--- src/rtl/bram_port_arbiter.sv ---
// Shares one BRAM port pair between the gradient and gamma engines, gated by a
// WAIT/RUN/DRAIN frame sequencer. All outputs are registered (1-cycle latency).
module bram_port_arbiter #(
    parameter int     ADDR_W     = 17,
    parameter int     BYTES      = 4,
    parameter int     OUT_W      = 32,
    parameter int     NUM_DEF    = 2,
    parameter longint ADDR_LIMIT = (longint'(1) << ADDR_W) - 1,
    localparam int    SEL_W      = (NUM_DEF > 1) ? $clog2(NUM_DEF) : 1
) (
    input  logic                      clock,
    input  logic                      reset,
    input  logic [31:0]               new_frame,
    input  logic                      frame_done,
    input  logic                      grad_busy,
    input  logic                      grad_wea,
    input  logic [ADDR_W-1:0]         grad_addr,
    input  logic [ADDR_W-1:0]         gamma_addr_ref,
    input  logic [NUM_DEF*ADDR_W-1:0] gamma_addr_def,
    input  logic [SEL_W-1:0]          def_sel,
    output logic [BYTES-1:0]          out_wea,
    output logic [OUT_W-1:0]          out_addr_ref,
    output logic [OUT_W-1:0]          out_addr_def,
    output logic                      waiting,
    output logic [15:0]               frame_count,
    output logic                      addr_err
);

    localparam int SHIFT = (BYTES > 1) ? $clog2(BYTES) : 0;
    localparam int SLOTS = 1 << SEL_W;
    localparam int LIM_W = ADDR_W + 1;
    localparam logic [LIM_W-1:0] LIMIT = LIM_W'(ADDR_LIMIT);

    typedef enum logic [1:0] {
        ST_WAIT,
        ST_RUN,
        ST_DRAIN
    } state_t;

    state_t             state, state_nxt;
    logic [BYTES-1:0]   wea_nxt;
    logic [OUT_W-1:0]   ref_nxt, def_nxt;
    logic               waiting_nxt, err_nxt, update;
    logic [15:0]        count_nxt;

    logic               frame_ok;
    logic [ADDR_W-1:0]  def_words [SLOTS];
    logic [ADDR_W-1:0]  def_word;
    logic               def_sel_ok, grad_over, ref_over, def_bad;

    // Pad the channel table to a power of two so an out-of-range def_sel
    // reads a defined value; def_sel_ok still flags it as an error.
    for (genvar k = 0; k < SLOTS; k++) begin : g_def
        if (k < NUM_DEF) begin : g_used
            assign def_words[k] = gamma_addr_def[k*ADDR_W +: ADDR_W];
        end else begin : g_pad
            assign def_words[k] = '0;
        end
    end

    function automatic logic [OUT_W-1:0] scale(input logic [ADDR_W-1:0] word);
        return OUT_W'(word) << SHIFT;
    endfunction

    assign frame_ok   = (new_frame == 32'd1);
    assign def_word   = def_words[def_sel];
    assign def_sel_ok = (int'(def_sel) < NUM_DEF);
    assign grad_over  = ({1'b0, grad_addr} > LIMIT);
    assign ref_over   = ({1'b0, gamma_addr_ref} > LIMIT);
    assign def_bad    = !def_sel_ok || ({1'b0, def_word} > LIMIT);

    always_comb begin
        // NOTE: every output of this block gets a default first, so no path
        // can leave a signal unassigned and infer a latch.
        state_nxt   = state;
        wea_nxt     = '0;
        waiting_nxt = 1'b1;
        ref_nxt     = out_addr_ref;
        def_nxt     = out_addr_def;
        count_nxt   = frame_count;
        err_nxt     = addr_err;
        update      = 1'b0;

        case (state)
            ST_WAIT: begin
                if (frame_ok) begin
                    update    = 1'b1;
                    state_nxt = ST_RUN;
                end
            end
            ST_RUN: begin
                update = frame_ok;
                if (frame_done) state_nxt = ST_DRAIN;
            end
            ST_DRAIN: begin
                count_nxt = frame_count + 16'd1;
                state_nxt = ST_WAIT;
            end
            default: state_nxt = ST_WAIT;
        endcase

        // Exactly one owner per cycle; an illegal address holds only the
        // output it would have driven and suppresses the write.
        if (update) begin
            waiting_nxt = 1'b0;
            if (grad_busy) begin
                if (grad_over) begin
                    err_nxt = 1'b1;
                end else begin
                    ref_nxt = scale(grad_addr);
                    wea_nxt = {BYTES{grad_wea}};
                end
            end else begin
                if (ref_over) err_nxt = 1'b1;
                else          ref_nxt = scale(gamma_addr_ref);
                if (def_bad)  err_nxt = 1'b1;
                else          def_nxt = scale(def_word);
            end
        end
    end

    // NOTE: state registers use non-blocking assignments so every flop
    // samples pre-edge values regardless of statement order.
    always_ff @(posedge clock or posedge reset) begin
        if (reset) begin
            state        <= ST_WAIT;
            out_wea      <= '0;
            out_addr_ref <= '0;
            out_addr_def <= '0;
            waiting      <= 1'b1;
            frame_count  <= '0;
            addr_err     <= 1'b0;
        end else begin
            state        <= state_nxt;
            out_wea      <= wea_nxt;
            out_addr_ref <= ref_nxt;
            out_addr_def <= def_nxt;
            waiting      <= waiting_nxt;
            frame_count  <= count_nxt;
            addr_err     <= err_nxt;
        end
    end

endmodule

--- config.mk ---
export PLATFORM = sky130hd
export DESIGN_NAME = bram_port_arbiter
export DESIGN_NICKNAME = d
export VERILOG_FILES = /design/src/rtl/bram_port_arbiter.sv
export SDC_FILE = /design/constraint.sdc
export NUM_CORES = 1
export LEC_CHECK = 0
export BUFFER_PORTS_ARGS = -buffer_cell sky130_fd_sc_hd__buf_2
export CORE_MARGIN = 2
export CORE_UTILIZATION = 40
export CTS_BUF_LIST = sky130_fd_sc_hd__clkbuf_2
export DETAILED_ROUTE_END_ITERATION = 12
export PLACE_DENSITY_LB_ADDON = 0.2
export SYNTH_ARGS = -nofsm -noshare
export SYNTH_HDL_FRONTEND = slang
export SYNTH_SLANG_ARGS = --single-unit
--- constraint.sdc ---
create_clock -name clock -period 5.55 [get_ports clock]
set_input_delay 0.555 -clock clock [delete_from_list [all_inputs] [get_ports clock]]
set_output_delay 0.555 -clock clock [all_outputs]
set_load 0.05 [all_outputs]
Yosys cells after proc, flatten, opt, wreduce, memory -nomap -nowiden
Cells that the tools add are included.
{"block": "word_totals", "reg_bits": 72, "in_bits": 106, "output_inout_bits": 86, "wordCells": 30}
{"block": "op_classes", "addsub": 1, "magnitude_cmp": 1, "n_eq_ne": 5, "mux": 12, "n_bitwise": 2, "reduce_logical": 3}
{"op": "$mux W17", "n": 3}
{"op": "$eq A32 B1 Y1 const B", "n": 1}
{"op": "$mux W19", "n": 1}
{"op": "$add A16 B1 Y16 const B", "n": 1}
{"op": "$mux W4", "n": 2}
{"op": "$mux W2", "n": 2}
{"op": "$ne A2 B2 Y1 const B", "n": 2}
{"op": "$pmux W2 S2", "n": 1}
{"op": "$reduce_and A2 Y1", "n": 2}
{"op": "$eq A2 B1 Y1 const B", "n": 1}
{"op": "$eq A2 B2 Y1 const B", "n": 1}
{"op": "$ge A2 B2 Y1 const B", "n": 1}
{"op": "$logic_not A2 Y1", "n": 1}
{"op": "$mux W1", "n": 2}
{"op": "$not A1 Y2", "n": 1}
{"op": "$pmux W1 S2", "n": 1}
{"op": "$not A1 Y1", "n": 1}

Longest topological paths before layout
Gate-level depths: netlist of run 1.
{"block": "depth", "ltp_word": 4, "ltp_mapped": 5, "ltp_nobuf": 4}

Worst setup path after synthesis of run 1
OpenSTA, ideal clock, no wires.
{"block": "synth_timing", "path_type": "in2reg", "startpoint": "in new_frame[17]", "endpoint": "reg out_addr_def[10]", "setup_ns": 0.125, "t_arrival_ns": 2.010, "required_ns": 5.425, "slack_ns": 3.416, "stages": 5, "path_buffers": 1, "path_cell_list": "nor4_1 nand4_1 nor4_4 buf_6 mux2_2"}
{"block": "synth_between", "elab_chain_cells": 4}
{"item": "start: declaration", "line_no": "13", "text": "input logic [31:0] new_frame,"}
{"item": "$eq A32 B1 Y1 (*)", "line_no": "65", "text": "assign frame_ok = (new_frame == 32'd1);"}
{"item": "$mux W1", "line_no": "86", "text": "if (frame_ok) begin"}
{"item": "$pmux W1 S2 (*)", "line_no": "84", "text": "case (state)"}
{"item": "$reduce_and A2 Y1 (no source line) (*)"}
{"item": "end signal: assignment", "line_no": "137", "text": "out_addr_def <= def_nxt;"}
{"item": "end: declaration", "line_no": "23", "text": "output logic [OUT_W-1:0] out_addr_def,"}
Every way passes the cells marked *; elsewhere a longest branch is shown, timed or not.
A chain may end at the register's enable or synchronous reset.

Worst setup path after layout of run 1
{"block": "layout_timing", "startpoint": "reg state[1]", "endpoint": "reg out_addr_def[11]"}
{"block": "layout_between", "elab_chain_cells": 3, "elab_cells_between_ends": 4, "classes_between": "eq/ne (1); mux (1); reduce/logical (2)"}
{"item": "start: declaration", "line_no": "40", "text": "state_t state, state_nxt;"}
{"item": "start signal: assignment", "line_no": "134", "text": "state <= state_nxt;"}
{"item": "$eq A2 B1 Y1 / $logic_not A2 Y1 (equally long branches)", "line_no": "84"}
{"item": "$pmux W1 S2 (*)", "line_no": "84"}
{"item": "$reduce_and A2 Y1 (no source line) (*)"}
Marks and branches as above.

==> impl_metrics.toml, run 1 <==
[cts]
worst_setup_hold_path_clk_slew_ns = 0.26
htree_num_levels = 2
clockBufferDepth = 2
numCtsBuffers = 5
cts_hold_buf = 0
cts_tree = "yes"
cts_sinks = 54
cts_setup_buffers = 0
cts_resized = 0
clock-root-buffer = "clkbuf_2"
clk_latency_ns = 0.42

[sta]
rsz0062_at_grt = "no"
fin_crit_ns = 2.47
setup_viol = 0
final.period_utilization = 0.445
worst_slew_pin_slew_ns = 1.07
hold_viol = 0
setup_ws_ns = 3.08
fmax_mhz = 405
skew_ns = 0.0197
timing.hold.ws_ns = 0.248
tns_ns = 0
report.final.slew_viol_count = 0
max_slew_margin = 0.281

[logic_synthesis]
synth_edf_count = 0
ys.flop_type = "dfrtp_1"
synthArstFlopShare = 1.00
netlist_instances = 226
ys_ff_latch = 54
yosys_warnings = 0
synth_cell_type_count = 26
ys_seq_area_frac = 0.475
synth_area_leaders = "dfrtp_1 (47%), mux2_2 (28%), buf_4 (9.0%)"
yosys.area.top_type = "dfrtp_1"
syn_area_um2 = 2850
synth.avg_cell_area_um2 = 12.6
synth_top_area_share = 0.466

[global_routing]
grt_max_degree = 55
grtUsageMet2 = 0.237
grt_pass1_vias = 1915
use_met1 = 0.211
use_met3 = 0.0420
antenna_found_initial = 0
gr-max-usage-layer = "met2"
grt_pass1_wl_um = 9240
grt_remaining_overflow = 0
gr-usage-all-layers = 0.153

[layout]
syn_to_final_growth_pct = 29.2
fin_nets = 491
mostFrequentLayoutCells = "buf_2 (160), mux2_2 (70), dfrtp_1 (53)"
n_antenna_cell = 0
nFillCells = 648
final_common_cell = "buf_2"
drive_above_1_share = 0.639

[placed_design]
dp_hpwl_um = 4720
portBuffers = 160
routabilityCongestion = 0.779
dpl_worst_slack_ns = 2.72

[critical_path]
reg2reg_depth = 4
r2r-end = "out_addr_def[11]$_DFFE_PP0P_"
worst_ep_required_time_ns = 5.88
rrSetupSlack_ns = 3.08
cp_max_fo = 17
cp-startpoint = "state[1]$_DFFE_PP0P_"
r2r-start = "state[1]$_DFFE_PP0P_"
endpoint = "out_addr_def[11]$_DFFE_PP0P_"
start_kind = "flop"
crit_path_end_kind = "flop"
cp.arrival_ns = 2.80
crit_type = "flop to flop"

[drt]
drt_iter0_drc = 33
dr.pass1.iters = 4
avgRoutedWirePerCell_um = 12.3
via_per_inst = 4.47
drc = 0
vias = 2149
ant_nets = 0
wl_um = 5920

[power]
peakVddDrop_mv = 0.108
p_per_area_nw_per_um2 = 193
leakage_nw = 2.09

[floorplanning]
core_area_um2 = 6830
ioPinCount = 192
die_h_um = 88.3
initial_core_util = 0.416
die_w_um = 88.3
fp-row-count = 30
dieArea_um2 = 7800

[min_path]
hp-class = "input port to async pin"

[outcome]
status = "finished clean"

[run]
drv_cap = 0
## flip-flops by register name (all words and copies together) (netlist names)
register,count
out_addr_def,17
out_wea,1
state,2
waiting,1
frame_count,16
out_addr_ref,17
## worst max-delay path: stages (launching register included)
cell	delay, ns
dfrtp_1	0.49
nor4b_2	0.29
nand4_1	0.21
nor4_4	0.96
mux2_2	0.42
## synth_stat cells (2+ instances only)
library cell and instances:
and3_1 3, and4_1 2, buf_2 2, buf_4 34, clkbuf_1 4, dfrtp_1 53
inv_1 4, mux2_2 70, nand2_1 5, nand2b_1 2, nand3_1 4, nand4_1 4
nor2_1 4, nor3_1 4, nor4_1 7, xnor2_1 10, xor2_1 5
## kinds of logic (layout without fill, tap and decap cells)
group / Yosys count / in the layout / share of synthesized area
and+or+nand+nor: 40 / 40 / 0.0880
buffers and inverters: 45 / 174 / 0.108
other: 1 / 31 / 0.00132
DFF: 54 / 54 / 0.475
muxes: 70 / 70 / 0.277
xor gates and xnor gates: 15 / 15 / 0.0462
adders and majority gates: 1 / 1 / 0.00440
## worst min path at each step
stage	to	from	depth (start not counted)	slack [ns]
finish	frame_count[10]$_DFFE_PP0N_	reset	3	0.25
global route	frame_count[10]$_DFFE_PP0N_	reset	3	0.23
CTS	out_addr_ref[7]$_DFFE_PP0P_	reset	3	0.24
detailed placement	frame_count[15]$_DFFE_PP0N_	frame_count[15]$_DFFE_PP0N_	1	0.47
global placement	frame_count[15]$_DFFE_PP0N_	frame_count[15]$_DFFE_PP0N_	1	0.46
floorplan	state[0]$_DFFE_PP0P_	state[0]$_DFFE_PP0P_	1	0.51
## layer usage
metal / vias up / part of all wire
met5: - / 0
met4: 0 / 0.0071
met3: 4 / 0.096
met2: 111 / 0.47
met1: 993 / 0.43
li1: 1041 / -
## through the flow
stage / util / cell area, um2 / instances / total power, mW
2_1_floorplan: - / 2960 / 256 / 0.496
3_3_place_gp: 0.528 / 3610 / 473 / 0.519
3_5_place_dp: 0.528 / 3610 / 473 / 0.519
4_1_cts: 0.538 / 3670 / 481 / 0.724
5_1_grt: 0.538 / 3670 / 481 / 0.753
6_report: 0.538 / 3670 / 481 / 0.709
## report_power, final
part | leakage (nW) | switching, mW | total [mW] | internal, mW
sequential | 0.751 | 0.00000000170 | 0.395 | 0.395
clock | 0.0392 | 0.119 | 0.197 | 0.0778
combinational | 1.30 | 0.0729 | 0.118 | 0.0447
total | 2.09 | 0.192 | 0.709 | 0.517
## layout make-up
class / count / area, um2 / share of cell area
clock buffers: 6 / 30.0 / 0.00817
clock inverters: 2 / 37.5 / 0.0102
inverters: 4 / 15.0 / 0.00409
multi-input cells: 157 / 1300 / 0.355
flip-flops and latches: 54 / 1350 / 0.368
well taps: 96 / 120 / 0.0327
repair buffers: 162 / 816 / 0.222
Power figures use the tool's default switching activity.
==> run 2, diff against run 1 <==
- clock period: 5.55 -> 2.3 ns (I/O delays scaled with it)
==> impl_metrics.toml, run 2 (synthesis results as in run 1) <==
[critical_path]
worstPathCellList = "nor4b_2, nand4_1, nor4_4, buf_12, mux2_2"
critPathBufInv = 1
reg2reg_depth = 5
cp.depth = 5
critPathTopFamily = "simple AND/OR/NAND/NOR gates"
cp.arrival_ns = 2.29
worst_ep_required_time_ns = 2.62
cp_max_fo = 17
start_kind = "flop"
slowest_stage = "dfrtp_1"
critPathMaxStageDelay_ns = 0.48
crit_path_end_kind = "flop"
crit_type = "flop to flop"

[drt]
via_per_inst = 4.52
dr.pass1.iters = 4
ant_nets = 0
drt_iter0_drc = 40
wl_um = 6190
avgRoutedWirePerCell_um = 12.7
vias = 2201
drc = 0

[floorplanning]
die_h_um = 88.3
initial_core_util = 0.416
die_w_um = 88.3
ioPinCount = 192
dieArea_um2 = 7800
fp-row-count = 30
core_area_um2 = 6830

[sta]
final.period_utilization = 0.858
tns_ns = 0
max_slew_margin = 0.598
timing.hold.ws_ns = 0.0700
fin_crit_ns = 1.97
hold_viol = 0
fmax_mhz = 507
worst_slew_pin_slew_ns = 0.602
rsz0062_at_grt = "no"
skew_ns = 0.0239
setup_viol = 0
report.final.slew_viol_count = 0

[layout]
n_antenna_cell = 0
syn_to_final_growth_pct = 31.7
mostFrequentLayoutCells = "buf_2 (160), mux2_2 (70), dfrtp_1 (53)"
stdcell_area_um2 = 3750
regArea_um2 = 1350
multi_input_area_um2 = 1300
nFillCells = 661
fin_nets = 497
drive_above_1_share = 0.639
largestRegisters = "out_addr_def x17, out_addr_ref x17, frame_count x16"
final_common_cell = "buf_2"

[cts]
clock-root-buffer = "clkbuf_2"
htree_num_levels = 2
numCtsBuffers = 5
cts_tree = "yes"
worst_setup_hold_path_clk_slew_ns = 0.26
clockBufferDepth = 2
cts_setup_buffers = 0
cts_sinks = 54
clk_latency_ns = 0.42
cts_resized = 0
cts_hold_buf = 2

[min_path]
hp-class = "input port to flop"
min_path_cells = 2

[power]
p_per_area_nw_per_um2 = 458
p_total_mw = 1.72
combPwrFrac = 0.169
leakage_nw = 2.13
peakVddDrop_mv = 0.223
power_switching_mw = 0.460
power.share.switching = 0.268
pwr-share-seq = 0.554
p_int_mw = 1.26
power_frac_clock = 0.277

[global_routing]
grt_pass1_wl_um = 9590
antenna_found_initial = 0
grt_remaining_overflow = 0
grt_pass1_vias = 2063
gr-usage-all-layers = 0.158
grt_max_degree = 29

[placed_design]
portBuffers = 160
routabilityCongestion = 0.739
dp_hpwl_um = 5010
placed_area_um2 = 3660

[outcome]
status = "finished clean"

[run]
drv_cap = 0
## run 2: final timing paths
kind | start | to | slack, ns
worst max-delay path | state[1]$_DFFE_PP0P_ | out_addr_def[13]$_DFFE_PP0P_ | 0.33
worst min-delay path | frame_done | state[1]$_DFFE_PP0P_ | 0.07
worst max register to register | state[1]$_DFFE_PP0P_ | out_addr_def[13]$_DFFE_PP0P_ | 0.33
worst min register to register | frame_count[15]$_DFFE_PP0N_ | frame_count[15]$_DFFE_PP0N_ | 0.49
max in group asynchronous | reset | waiting$_DFF_PP1_ | 1.30
min in group asynchronous | reset | frame_count[6]$_DFFE_PP0N_ | 0.38
## run 2: through the flow
step | worst slack [ns] | util | std cells
finish | 0.328 | 0.549 | 487
global route | 0.202 | 0.549 | 487
CTS | 0.297 | 0.549 | 487
detailed placement | 0.256 | 0.536 | 477
global placement | 0.342 | 0.536 | 477
floorplan | 0.337 | - | 256
## run 2: area by class of cell
type,count,area share
clock inverters,1,0.00801
well taps,96,0.0321
multi-input cells,157,0.348
flip-flops and latches,54,0.361
clock buffers,7,0.00935
repair buffers,168,0.238
inverters,4,0.00401
## run 2: layer usage
metal	track usage	routed length [um]
met5	0	0
met3	0.0448	541
met2	0.262	2900
met4	0.0441	70
met1	0.204	2680
## run 2: power by group through the flow
| stage | registers, mW | clock network (mW) | logic [mW] |
|---|---|---|---|
| finish | 0.952 | 0.475 | 0.290 |
| global route | 0.953 | 0.533 | 0.316 |
| CTS | 0.952 | 0.498 | 0.293 |
| detailed placement | 0.967 | 0 | 0.290 |
| global placement | 0.967 | 0 | 0.288 |
| floorplan | 0.967 | 0 | 0.229 |
## run 2: worst register-to-register path: stages (launching register included)
cell and delay (ns):
dfrtp_1 0.48, nor4b_2 0.29, nand4_1 0.22, nor4_4 0.36, buf_12 0.19, mux2_2 0.34
==> run 3, diff against run 2 <==
- GPL_TIMING_DRIVEN: unset -> 0
==> impl_metrics.toml, run 3 (synthesis results as in run 1) <==
[placed_design]
routabilityCongestion = 0.765
dp_cells = 511
portBuffers = 158
dp_hpwl_um = 5390
placed_area_um2 = 3890
dpl_worst_slack_ns = -0.0224

[drt]
dr_wl_met3_um = 603
met2_length_um = 3170
dr.pass1.iters = 4
via_per_inst = 4.34
met1_length_um = 2690
drc = 0
drt_iter0_drc = 29
ant_nets = 0
avgRoutedWirePerCell_um = 12.5
vias = 2267
top_layer_used = "met4"
wl_um = 6550

[floorplanning]
ioPinCount = 192
initial_core_util = 0.416
die_w_um = 88.3
die_h_um = 88.3
core_area_um2 = 6830
dieArea_um2 = 7800
fp-row-count = 30

[run]
drv_cap = 0

[critical_path]
cp.arrival_ns = 2.34
crit_type = "flop to flop"
crit_path_end_kind = "flop"
cp_max_fo = 10
start_kind = "flop"
worst_ep_required_time_ns = 2.64

[sta]
fmax_mhz = 500
setup_viol = 0
rsz0062_at_grt = "no"
final.period_utilization = 0.869
worst_slew_pin_slew_ns = 0.610
hold_viol = 0
setup_ws_ns = 0.302
report.final.slew_viol_count = 0
timing.hold.ws_ns = 0.0431
max_slew_margin = 0.594
fin_crit_ns = 2.00
skew_ns = 0.0268

[cts]
worst_setup_hold_path_clk_slew_ns = 0.28
clockBufferDepth = 2
cts_tree = "yes"
clk_latency_ns = 0.44
numCtsBuffers = 5
cts_sinks = 54
htree_num_levels = 2
clock-root-buffer = "clkbuf_2"

[min_path]
hp-class = "input port to flop"

[power]
peakVddDrop_mv = 0.213
leakage_nw = 2.31
p_per_area_nw_per_um2 = 447

[layout]
drive_above_1_share = 0.657
stdcell_area_um2 = 3990
largestRegisters = "out_addr_def x17, out_addr_ref x17, frame_count x16"
n_antenna_cell = 0
nFillCells = 637
fin_nets = 532
final_common_cell = "buf_2"
mostFrequentLayoutCells = "buf_2 (160), mux2_2 (70), dfrtp_1 (53)"
utilization = 0.584
syn_to_final_growth_pct = 40.2
fin_cells = 522

[outcome]
status = "finished clean"

[global_routing]
grt_remaining_overflow = 0
grt_max_degree = 38
grt_pass1_wl_um = 9910
gr-usage-all-layers = 0.164
antenna_found_initial = 0
grt_pass1_vias = 2080
-- run 3: stage by stage --
stage	TNS, ns	power, mW
2_1_floorplan	0	1.20
3_5_place_dp	-0.111	1.30
5_1_grt	0	1.87
3_3_place_gp	0	1.29
4_1_cts	0	1.81
6_report	0	1.78
-- run 3: worst paths after layout --
kind / startpoint / end / slack (ns) / cells after the start
worst max-delay path: state[1]$_DFFE_PP0P_ / out_addr_ref[16]$_DFFE_PP0P_ / 0.30 / 5
worst max register to register: state[1]$_DFFE_PP0P_ / out_addr_ref[16]$_DFFE_PP0P_ / 0.30 / 5
min in group asynchronous: reset / out_addr_def[3]$_DFFE_PP0P_ / 0.29 / 3
worst min-delay path: frame_done / state[1]$_DFFE_PP0P_ / 0.04 / 2
max in group asynchronous: reset / waiting$_DFF_PP1_ / 1.41 / 4
worst min register to register: frame_count[15]$_DFFE_PP0N_ / frame_count[15]$_DFFE_PP0N_ / 0.49 / 1
-- run 3: report_power, final --
part           switching [mW]  leakage [nW]  total, mW  internal, mW
logic                   0.185          1.51      0.334         0.149
registers       0.00000000414         0.751      0.952         0.952
clock network           0.307        0.0436      0.497         0.190
-- run 3: worst max-delay path, stage by stage (launching register included) --
cell	delay, ns
dfrtp_1	0.49
nor4b_2	0.30
nand4_1	0.19
nor3_1	0.26
buf_2	0.29
mux2_2	0.36
-- run 3: layout make-up --
class                           count  area, um2  area share
Timing Repair Buffer              162        838       0.210
Sequential cell                    54       1350       0.339
Clock inverter                      3       47.5      0.0119
Multi-Input combinational cell    157       1300       0.326
Tap cell                           96        120      0.0301
Clock buffer                        5       25.0     0.00627
Inverter                            4       15.0     0.00376
Buffer                             41        292      0.0731
-- run 3: routing by layer --
layer / global-route usage / vias up
li1: - / 1116
met1: 0.201 / 1031
met2: 0.284 / 112
met3: 0.0429 / 8
met4: 0.0468 / 0
met5: 0 / -
-- run 3: repair_timing --
item,4_1_cts,5_1_grt
setup buffers,1,0
endpoints found under the hold margin,18,0
endpoints found under the setup margin,10,0
resized for setup,0,0
hold buffers,2,0
